--- src/rtl/mtl2_pixel_out_if.sv ---
// Avalon-ST pixel stream between the frame-buffer reader and the MTL2 panel back-end.
// Beat = {R[23:16], G[15:8], B[7:0]}; a beat transfers on a rising edge with valid & ready.
interface mtl2_pixel_out_if;
    logic [23:0] data;
    logic        valid;
    logic        sop;
    logic        eop;
    logic        ready;

    // Pixel source (frame-buffer reader side)
    modport master (
        output data,
        output valid,
        output sop,
        output eop,
        input  ready
    );

    // Pixel sink (panel back-end side)
    modport slave (
        input  data,
        input  valid,
        input  sop,
        input  eop,
        output ready
    );
endinterface

--- src/rtl/mtl2_pixel_out.sv ---
// MTL2 panel back-end: generates 800x480 panel timing, locks each frame to the incoming
// stream's startofpacket and drives registered HSD/VSD/DE/RGB. On underflow the rest of the
// frame is blanked (and counted); on framing errors the block drops lock and waits for the
// next startofpacket, which is only accepted at pixel (0,0).
module mtl2_pixel_out #(
    parameter int unsigned HActive   = 800,
    parameter int unsigned HFp       = 210,
    parameter int unsigned HSync     = 30,
    parameter int unsigned HBp       = 16,
    parameter int unsigned VActive   = 480,
    parameter int unsigned VFp       = 22,
    parameter int unsigned VSync     = 13,
    parameter int unsigned VBp       = 10,
    parameter logic [23:0] FillColor = 24'h000000
) (
    input  logic            clk_i,
    input  logic            reset_i,
    input  logic            enable_i,
    mtl2_pixel_out_if.slave sink_io,
    output logic [7:0]      mtl2_r_o,
    output logic [7:0]      mtl2_g_o,
    output logic [7:0]      mtl2_b_o,
    output logic            mtl2_hsd_o,
    output logic            mtl2_vsd_o,
    output logic            mtl2_de_o,
    output logic            frame_start_o,
    output logic [15:0]     underflow_cnt_o,
    output logic            locked_o
);

    localparam int unsigned HTotal = HActive + HFp + HSync + HBp;
    localparam int unsigned VTotal = VActive + VFp + VSync + VBp;
    localparam int unsigned HCntW  = $clog2(HTotal);
    localparam int unsigned VCntW  = $clog2(VTotal);

    localparam logic [HCntW-1:0] HActLast = HCntW'(HActive - 1);
    localparam logic [HCntW-1:0] HSyncBeg = HCntW'(HActive + HFp);
    localparam logic [HCntW-1:0] HSyncEnd = HCntW'(HActive + HFp + HSync);
    localparam logic [HCntW-1:0] HLast    = HCntW'(HTotal - 1);
    localparam logic [VCntW-1:0] VActLast = VCntW'(VActive - 1);
    localparam logic [VCntW-1:0] VSyncBeg = VCntW'(VActive + VFp);
    localparam logic [VCntW-1:0] VSyncEnd = VCntW'(VActive + VFp + VSync);
    localparam logic [VCntW-1:0] VLast    = VCntW'(VTotal - 1);

    typedef enum logic [1:0] {
        StWaitSop,
        StActive,
        StDrain
    } state_e;

    state_e           state_q, state_d;
    logic [HCntW-1:0] hcnt_q, hcnt_d;
    logic [VCntW-1:0] vcnt_q, vcnt_d;
    logic             hsd_q;
    logic             vsd_q;
    logic             de_q;
    logic             frame_start_q;
    logic [23:0]      rgb_q;
    logic [15:0]      underflow_cnt_q;

    logic             vis;
    logic             at_origin;
    logic             at_last;
    logic             at_end;
    logic             hsync_n;
    logic             vsync_n;
    logic             frame_err;
    logic             ready;
    logic             take_beat;
    logic             underflow;
    logic [23:0]      pixel;

    // Raster counters: hcnt wraps at the end of each line and advances vcnt.
    always_comb begin
        hcnt_d = hcnt_q;
        vcnt_d = vcnt_q;
        if (hcnt_q == HLast) begin
            hcnt_d = '0;
            vcnt_d = (vcnt_q == VLast) ? '0 : vcnt_q + 1'b1;
        end else begin
            hcnt_d = hcnt_q + 1'b1;
        end
    end

    // Position decodes for the pixel currently addressed by the counters.
    always_comb begin
        vis       = (hcnt_q <= HActLast) && (vcnt_q <= VActLast);
        at_origin = (hcnt_q == '0) && (vcnt_q == '0);
        at_last   = (hcnt_q == HActLast) && (vcnt_q == VActLast);
        at_end    = (hcnt_q == HLast) && (vcnt_q == VLast);
        hsync_n   = !((hcnt_q >= HSyncBeg) && (hcnt_q < HSyncEnd));
        vsync_n   = !((vcnt_q >= VSyncBeg) && (vcnt_q < VSyncEnd));
        // sop belongs exactly at (0,0); eop may only appear on the last visible pixel.
        frame_err = (sink_io.sop != at_origin) || (sink_io.eop && !at_last);
    end

    // Lock state decisions: stream handshake, beat use, underflow and next state.
    always_comb begin
        state_d   = state_q;
        ready     = 1'b0;
        take_beat = 1'b0;
        underflow = 1'b0;
        unique case (state_q)
            StWaitSop: begin
                // Discard stray beats; hold an sop beat until the raster reaches (0,0).
                ready = !sink_io.sop || at_origin;
                if (at_origin && sink_io.valid && sink_io.sop) begin
                    take_beat = 1'b1;
                    state_d   = StActive;
                end
            end
            StActive: begin
                if (vis) begin
                    // A misplaced beat is refused so it can start the next frame.
                    ready = !frame_err;
                    if (!sink_io.valid) begin
                        underflow = 1'b1;
                        state_d   = StDrain;
                    end else if (frame_err) begin
                        state_d = StWaitSop;
                    end else begin
                        take_beat = 1'b1;
                    end
                end
            end
            StDrain: begin
                underflow = vis;
                if (at_end) begin
                    state_d = StWaitSop;
                end
            end
            default: begin
                state_d = StWaitSop;
            end
        endcase
        if (reset_i || !enable_i) begin
            ready     = 1'b0;
            take_beat = 1'b0;
            underflow = 1'b0;
            state_d   = StWaitSop;
        end
    end

    // Colour for the current pixel: stream data when a beat is used, fill otherwise.
    always_comb begin
        if (!vis) begin
            pixel = 24'h000000;
        end else if (take_beat) begin
            pixel = sink_io.data;
        end else begin
            pixel = FillColor;
        end
    end

    assign sink_io.ready = ready;

    // State, counters and the registered pin stage (one pixel of latency).
    always_ff @(posedge clk_i) begin
        if (reset_i) begin
            state_q         <= StWaitSop;
            hcnt_q          <= '0;
            vcnt_q          <= '0;
            hsd_q           <= 1'b1;
            vsd_q           <= 1'b1;
            de_q            <= 1'b0;
            rgb_q           <= 24'h000000;
            frame_start_q   <= 1'b0;
            underflow_cnt_q <= 16'h0000;
        end else if (!enable_i) begin
            // Idle: raster parked at (0,0); the underflow count survives.
            state_q       <= StWaitSop;
            hcnt_q        <= '0;
            vcnt_q        <= '0;
            hsd_q         <= 1'b1;
            vsd_q         <= 1'b1;
            de_q          <= 1'b0;
            rgb_q         <= 24'h000000;
            frame_start_q <= 1'b0;
        end else begin
            state_q       <= state_d;
            hcnt_q        <= hcnt_d;
            vcnt_q        <= vcnt_d;
            hsd_q         <= hsync_n;
            vsd_q         <= vsync_n;
            de_q          <= vis;
            rgb_q         <= pixel;
            frame_start_q <= at_origin;
            if (underflow && (underflow_cnt_q != 16'hFFFF)) begin
                underflow_cnt_q <= underflow_cnt_q + 16'd1;
            end
        end
    end

    assign mtl2_r_o        = rgb_q[23:16];
    assign mtl2_g_o        = rgb_q[15:8];
    assign mtl2_b_o        = rgb_q[7:0];
    assign mtl2_hsd_o      = hsd_q;
    assign mtl2_vsd_o      = vsd_q;
    assign mtl2_de_o       = de_q;
    assign frame_start_o   = frame_start_q;
    assign underflow_cnt_o = underflow_cnt_q;
    assign locked_o        = (state_q == StActive);

endmodule
--- src/flat_wrapper.sv ---
// flat-port wrapper written by rule: the top's interface ports become plain ports
module mtl2_pixel_out_flat 
#(
    parameter int unsigned HActive   = 800,
    parameter int unsigned HFp       = 210,
    parameter int unsigned HSync     = 30,
    parameter int unsigned HBp       = 16,
    parameter int unsigned VActive   = 480,
    parameter int unsigned VFp       = 22,
    parameter int unsigned VSync     = 13,
    parameter int unsigned VBp       = 10,
    parameter logic [23:0] FillColor = 24'h000000
)
  (clk_i, reset_i, enable_i, mtl2_r_o, mtl2_g_o, mtl2_b_o, mtl2_hsd_o, mtl2_vsd_o, mtl2_de_o, frame_start_o, underflow_cnt_o, locked_o, sink_io_data, sink_io_valid, sink_io_sop, sink_io_eop, sink_io_ready);
  mtl2_pixel_out_if sink_io_i ();
  input  logic clk_i;
  input  logic reset_i;
  input  logic enable_i;
  output logic [7:0] mtl2_r_o;
  output logic [7:0] mtl2_g_o;
  output logic [7:0] mtl2_b_o;
  output logic mtl2_hsd_o;
  output logic mtl2_vsd_o;
  output logic mtl2_de_o;
  output logic frame_start_o;
  output logic [15:0] underflow_cnt_o;
  output logic locked_o;
  input wire logic [$bits(sink_io_i.data)-1:0] sink_io_data;
  input wire logic [$bits(sink_io_i.valid)-1:0] sink_io_valid;
  input wire logic [$bits(sink_io_i.sop)-1:0] sink_io_sop;
  input wire logic [$bits(sink_io_i.eop)-1:0] sink_io_eop;
  output wire logic [$bits(sink_io_i.ready)-1:0] sink_io_ready;
  assign sink_io_i.data = sink_io_data;
  assign sink_io_i.valid = sink_io_valid;
  assign sink_io_i.sop = sink_io_sop;
  assign sink_io_i.eop = sink_io_eop;
  assign sink_io_ready = sink_io_i.ready;
  mtl2_pixel_out #(.HActive(HActive), .HFp(HFp), .HSync(HSync), .HBp(HBp), .VActive(VActive), .VFp(VFp), .VSync(VSync), .VBp(VBp), .FillColor(FillColor)) u_core (.clk_i(clk_i), .reset_i(reset_i), .enable_i(enable_i), .sink_io(sink_io_i), .mtl2_r_o(mtl2_r_o), .mtl2_g_o(mtl2_g_o), .mtl2_b_o(mtl2_b_o), .mtl2_hsd_o(mtl2_hsd_o), .mtl2_vsd_o(mtl2_vsd_o), .mtl2_de_o(mtl2_de_o), .frame_start_o(frame_start_o), .underflow_cnt_o(underflow_cnt_o), .locked_o(locked_o));
endmodule
--- config.mk ---
export PLATFORM = sky130hd
export DESIGN_NAME = mtl2_pixel_out_flat
export DESIGN_NICKNAME = d
export VERILOG_FILES = /design/src/rtl/mtl2_pixel_out_if.sv /design/src/rtl/mtl2_pixel_out.sv /design/src/flat_wrapper.sv
export SDC_FILE = /design/constraint.sdc
export NUM_CORES = 1
export LEC_CHECK = 0
export CAP_MARGIN = 10
export CORE_ASPECT_RATIO = 0.6
export CORE_MARGIN = 3
export CORE_UTILIZATION = 50
export CTS_CLUSTER_SIZE = 12
export DETAILED_ROUTE_END_ITERATION = 8
export HOLD_SLACK_MARGIN = 0.15
export PLACE_DENSITY = 0.91
export RECOVER_POWER = 50
export SLEW_MARGIN = 15
export SYNTH_ARGS = -nofsm -noshare
export SYNTH_HDL_FRONTEND = slang
export SYNTH_SLANG_ARGS = --single-unit
--- constraint.sdc ---
create_clock -name clk_i -period 6.77 [get_ports clk_i]
set_input_delay 1.354 -clock clk_i [delete_from_list [all_inputs] [get_ports clk_i]]
set_output_delay 1.354 -clock clk_i [all_outputs]
set_load 0.02 [all_outputs]
==> results of run 1 <==
-- cells in the mapped netlist, types with 2 or more instances --
| library cell | n |
|---|---|
| a21oi_1 | 15 |
| and2_1 | 5 |
| and3_1 | 7 |
| buf_2 | 5 |
| clkbuf_1 | 7 |
| dfxtp_1 | 67 |
| ha_1 | 10 |
| inv_1 | 13 |
| mux2_1 | 2 |
| nand2_1 | 25 |
| nand2b_1 | 2 |
| nand3_1 | 15 |
| nand3b_1 | 2 |
| nand4_1 | 7 |
| nor2_1 | 34 |
| nor2b_1 | 5 |
| nor3_1 | 5 |
| nor3b_1 | 25 |
| nor4_1 | 3 |
| nor4_2 | 2 |
| nor4b_1 | 2 |
| o2111ai_1 | 2 |
| o21ai_0 | 8 |
| o31ai_1 | 10 |
| or3_1 | 7 |
| or3b_1 | 2 |
| or4_1 | 9 |
| xnor2_1 | 7 |
| xor2_1 | 11 |
-- layout make-up --
class | instances | area, um2
Clock buffer | 10 | 128
Clock inverter | 6 | 90.1
Fill cell | 381 | 1670
Inverter | 13 | 48.8
Multi-Input combinational cell | 243 | 1610
Sequential cell | 67 | 1340
Tap cell | 80 | 100
Timing Repair Buffer | 77 | 766
-- report_power, final --
part | switching (W) | internal, W | total, W
combinational | 0.0000273 | 0.0000287 | 0.0000560
sequential | 0.00000174 | 0.000398 | 0.000400
clock | 0.000152 | 0.000208 | 0.000360
total | 0.000181 | 0.000634 | 0.000815
-- sequential cells by signal, indices dropped and copies added (netlist names) --
name / flops
u_core.mtl2_hsd_o: 1
u_core.frame_start_o: 1
u_core.vcnt_q: 10
u_core.hcnt_q: 11
u_core.state_q: 2
u_core.mtl2_vsd_o: 1
u_core.underflow_cnt_o: 16
u_core.rgb_q: 24
u_core.mtl2_de_o: 1
-- routing by layer --
metal / share of wire (%) / global-route usage, % / up-vias / wire, um
li1: - / - / 1364 / -
met1: 46 / 28.9 / 1315 / 3550
met2: 45 / 35.5 / 132 / 3470
met3: 9.0 / 7.07 / 5 / 700
met4: 0.80 / 7.66 / 0 / 62
met5: 0 / 0 / - / 0
-- stage by stage --
stage | std cells | hold WS (ps) | area [um2]
2_1_floorplan | 336 | 441 | 3060
3_3_place_gp | 480 | 459 | 3870
3_5_place_dp | 480 | 470 | 3870
4_1_cts | 496 | 489 | 4090
5_1_grt | 496 | 506 | 4090
6_report | 496 | 491 | 4090
-- worst min-delay path by stage --
stage,slack [ps],cells past startpoint,end,startpoint
3_3_place_gp,460,1,u_core.hcnt_q[0],u_core.hcnt_q[0]
4_1_cts,490,1,u_core.hcnt_q[0],u_core.hcnt_q[0]
3_5_place_dp,470,1,u_core.hcnt_q[0],u_core.hcnt_q[0]
6_report,490,1,u_core.hcnt_q[0],u_core.hcnt_q[0]
5_1_grt,510,2,u_core.underflow_cnt_o[6],u_core.underflow_cnt_o[6]
2_1_floorplan,440,1,u_core.hcnt_q[0],u_core.hcnt_q[0]
-- cell families after synthesis --
group	Yosys count	synth area share, %
adders and majority gates	10	4.08
muxes	3	1.06
AOI/OAI and AO/OA	47	10.5
xor gates and xnor gates	18	5.14
and+or+nand+nor	165	31.8
DFF	67	43.8
buffers and inverters	26	3.63
==> impl_metrics.toml, run 1 <==
[finish]
drive_above_1_share_pct = 6.49
final_core_utilization_pct = 71.0
layout.nets = 451
flow.area_growth_from_synthesis_pct = 33.3
antenna-diode-count = 0
mostFrequentLayoutCell = "dfxtp_1"
mostFrequentLayoutCells = "dfxtp_1, dlygate4sd3_1, nor2_1, clkdlybuf4s50_1"

[power_and_ir_drop]
overall_power_consumption_w = 0.000815
leakage_power_summed_over_all_cells_nw = 1.52
vdd_drop_max_v = 0.000115
power_density_mw_per_mm2 = 200

[timing]
rsz0062_at_grt = "false"
fin_crit_sh_pct = 71.2
final_max_slew_viol_count = 0
final-setup-viol-count = 0
achievable-frequency_ghz = 0.207
final.setup.tns_ps = 0
timing_hold_violations_final = 0
worstMarginPinSlew_ps = 1030
worst_clock_skew_ps = 9.97
finalCriticalPeriod_ps = 4820
slew-limit-headroom_pct = 31.2
worst_slack_ps = 1950

[cts]
clkSlewWorstSetupHoldPaths_ps = 70
cts-resized-gates = 0
cts_tree = "yes"
clock_tree.buffer_depth = 2
post_cts_buffers = 0
clock_sinks = 67
cts-buffers-inserted = 9
root_buffer = "clkbuf_8"
clkLatencyLatePin_ps = 340
cts_hold_repair.buffers = 0
cts_max_level = 3

[die]
placementRows = 21
fp.dieW_um = 107
floorplan_die_area_mm2 = 0.00713
die_h_um = 66.6
fp.coreArea_mm2 = 0.00575
initial_standard_cell_utilization_of_the_core_pct = 53.3
io-pin-count = 76

[route]
via_density_per_instance = 5.68
first_pass_iters = 7
wire_per_inst_um = 15.7
first_iter_violations = 206
routed_wl_mm = 7.79
drt.antenna.violating_nets = 0
detailroute.via_count = 2816
drc_errors = 0

[setup_path]
critPathTopFamily = "buffers and inverters"
path_cells = "dlygate4sd3_1 -> nand2b_1 -> nor2_1 -> clkdlybuf4s50_1"
critical_path.slowest_cell = "dlygate4sd3_1"
critPathMaxFanout = 22
rr_endpoint = "u_core.rgb_q[11]"
worst_ep_arrival_time_ps = 3470
setup.worst_path.start = "reset_i"
endpoint_of_the_most_critical_setup_path = "sink_io_ready"
r2r_setup_slack_ps = 3670
slowest_delay_ps = 1020
worstSetupPathDepth = 4
r2r_start = "u_core.vcnt_q[4]"
crit_path_start_kind = "primary input"
r2r.worst_path.cells = 7
critical_path_rt_ps = 5420
critical_path.n_buffers_inverters = 2
critPathKind = "in -> out"
critPathCaptureType = "primary output"

[synthesis]
synth_cell_type_count = 51
async_flop_share_pct = 0
synth_seq_area_share_pct = 43.8
postSynthCellCount = 336
post_synth_instance_area_mm2 = 0.00306
synth-edff-count = 0
synth-seq-cells = 67
synth_top_area_share_pct = 43.8
mappedNetlistNets = 376
post_synth_main_area_contributors = "dfxtp_1, nor3b_1, nor2_1"
post-synth-top-area-cell = "dfxtp_1"
synth_area_per_cell_um2 = 9.12
yosysWarnings = 0
synthFlopType = "dfxtp_1"

[placed_design]
detailedPlacementHpwl_mm = 5.57
portBuffers = 75
gp_congestion = 0.911
dp_slack_ps = 2010

[global_route]
grt_pass1_wl_mm = 12.5
gr-total-overflow = 0
grt_antenna_before_repair = 0
largest_net_degree_at_the_start_of_global_routing = 25
first_global_vias = 2583
grt.total_usage_pct = 22.4

[hold_path]
worstHoldPathType = "reg -> reg"

[outcome]
outcome = "complete, no violations"

[flow_run]
max_cap_violations = 0
(Power assumes the default switching activity.)
==> inputs of run 2 (changes only) <==
- CORE_UTILIZATION: 50 -> 49
- PLACE_DENSITY: 0.91 -> 0.9
- clock period: 6.77 -> 4.95 ns (I/O delays scaled with it)
==> run 2 against run 1 <==
Effect of this change:
- critical path depth grew 1
- die area rose by 1.9%
- register-to-register slack worse by 1700 ps
- cell area shrank 0.77%
- clock power rose by 13%
- combinational power is 39% higher
- total power up 26%
- critical path type unchanged
==> impl_metrics.toml, run 2 (synthesis gave the netlist of run 1 again) <==
[outcome]
outcome = "complete, no violations"

[cts]
cts_hold_repair.buffers = 0
cts-resized-gates = 0
post_cts_buffers = 0
cts_max_level = 3
clkSlewWorstSetupHoldPaths_ps = 70
root_buffer = "clkbuf_8"
cts-buffers-inserted = 9
clock_sinks = 67
cts_tree = "yes"
clkLatencyLatePin_ps = 350
clock_tree.buffer_depth = 2

[finish]
flow.area_growth_from_synthesis_pct = 32.3
drive_above_1_share_pct = 6.95
largest_register = "u_core.rgb_q"
layout.nets = 452
antenna-diode-count = 0
mostFrequentLayoutCell = "dfxtp_1"
fillerInstances = 423
mostFrequentLayoutCells = "dfxtp_1, dlygate4sd3_1, nor2_1, clkdlybuf4s50_1"
largest_register_ff_count = 24

[setup_path]
critical_path_rt_ps = 3960
r2r.worst_path.cells = 7
r2r_start = "u_core.vcnt_q[4]"
r2r_setup_slack_ps = 1930
slowest_delay_ps = 710
critical_path.slowest_cell = "clkbuf_1"
crit_path_start_kind = "primary input"
critPathCaptureType = "primary output"
rr_endpoint = "u_core.rgb_q[14]"
critPathMaxFanout = 22
setup.worst_path.start = "reset_i"
critPathKind = "in -> out"
worst_ep_arrival_time_ps = 3310
critical_path.n_buffers_inverters = 3
critPathTopFamily = "buffers and inverters"
path_cells = "dlygate4sd3_1 -> clkbuf_1 -> nand2b_1 -> nor2_1 -> clkdlybuf4s50_1"

[die]
fp.coreArea_mm2 = 0.00581
floorplan_die_area_mm2 = 0.00727
fp.dieW_um = 108
die_h_um = 67.3
initial_standard_cell_utilization_of_the_core_pct = 52.8
placementRows = 21
io-pin-count = 76

[route]
detailroute.via_count = 2814
routed_wl_mm = 7.50
via_density_per_instance = 5.66
drt.antenna.violating_nets = 0
first_pass_iters = 5
first_iter_violations = 278
drc_errors = 0
wire_per_inst_um = 15.1

[timing]
final-setup-viol-count = 0
worstMarginPinSlew_ps = 995
worst_slack_ps = 654
fin_crit_sh_pct = 86.8
slew-limit-headroom_pct = 33.6
timing_hold_violations_final = 0
worst_clock_skew_ps = 13.2
final_max_slew_viol_count = 0
rsz0062_at_grt = "false"
finalCriticalPeriod_ps = 4300
achievable-frequency_ghz = 0.233
final.setup.tns_ps = 0

[global_route]
gr-total-overflow = 0
grt_busiest_layer = "met2"
grt_use_met3_pct = 6.49
grt_util_met1_pct = 28.0
grt_antenna_before_repair = 0
grt_pass1_wl_mm = 12.4
grt.total_usage_pct = 21.6
first_global_vias = 2647
largest_net_degree_at_the_start_of_global_routing = 25
grtUsageMet2_pct = 34.2

[placed_design]
dp_slack_ps = 1150
portBuffers = 75
gp_congestion = 0.916
detailedPlacementHpwl_mm = 5.52

[hold_path]
worstHoldPathType = "reg -> reg"
min_path_cells = 2
min_to = "u_core.underflow_cnt_o[6]"
hold_path_startpoint = "u_core.underflow_cnt_o[6]"

[power_and_ir_drop]
power_density_mw_per_mm2 = 254
leakage_power_summed_over_all_cells_nw = 1.50
vdd_drop_max_v = 0.000135

[flow_run]
max_cap_violations = 0
run 2: worst min-delay path, cell delays in order (launching register included):
cell	delay, ps
dfxtp_1	330
o41ai_1	60
a21oi_1	50
run 2: cell type report:
| cell class | instances | area (um2) | area share (%) |
|---|---|---|---|
| multi-input cells | 243 | 1620 | 39.9 |
| flip-flops and latches | 67 | 1340 | 33.1 |
| repair buffers | 78 | 769 | 19.0 |
| clock buffers | 9 | 124 | 3.06 |
| well taps | 80 | 100 | 2.47 |
| clock inverters | 7 | 52.6 | 1.30 |
| inverters | 13 | 48.8 | 1.20 |
run 2: per-stage QoR:
step	instances	area, um2	power [W]	util [%]	hold slack, ps
finish	497	4050	0.00103	69.8	490
detailed placement	481	3880	0.000638	66.8	480
CTS	497	4060	0.00104	69.9	490
global placement	481	3880	0.000636	66.8	457
floorplan	336	3060	0.000596	-	441
global route	497	4050	0.00107	69.8	510
run 2: worst max path at each step:
stage	cells after the start	end	slack, ps
3_5_place_dp	6	sink_io_ready	1150
3_3_place_gp	6	sink_io_ready	1240
5_1_grt	5	sink_io_ready	510
2_1_floorplan	7	sink_io_ready	1960
6_report	5	sink_io_ready	650
4_1_cts	8	sink_io_ready	820
run 2: layer usage:
layer	routed length, um	vias up	share of wire (%)
li1	-	1361	-
met1	3420	1293	46
met2	3240	151	43
met3	759	9	10
met4	80	0	1.1
met5	0	-	0
run 2: report_power, final:
part | internal [W] | switching [W]
logic | 0.0000400 | 0.0000377
registers | 0.000544 | 0.00000243
clock network | 0.000185 | 0.000222
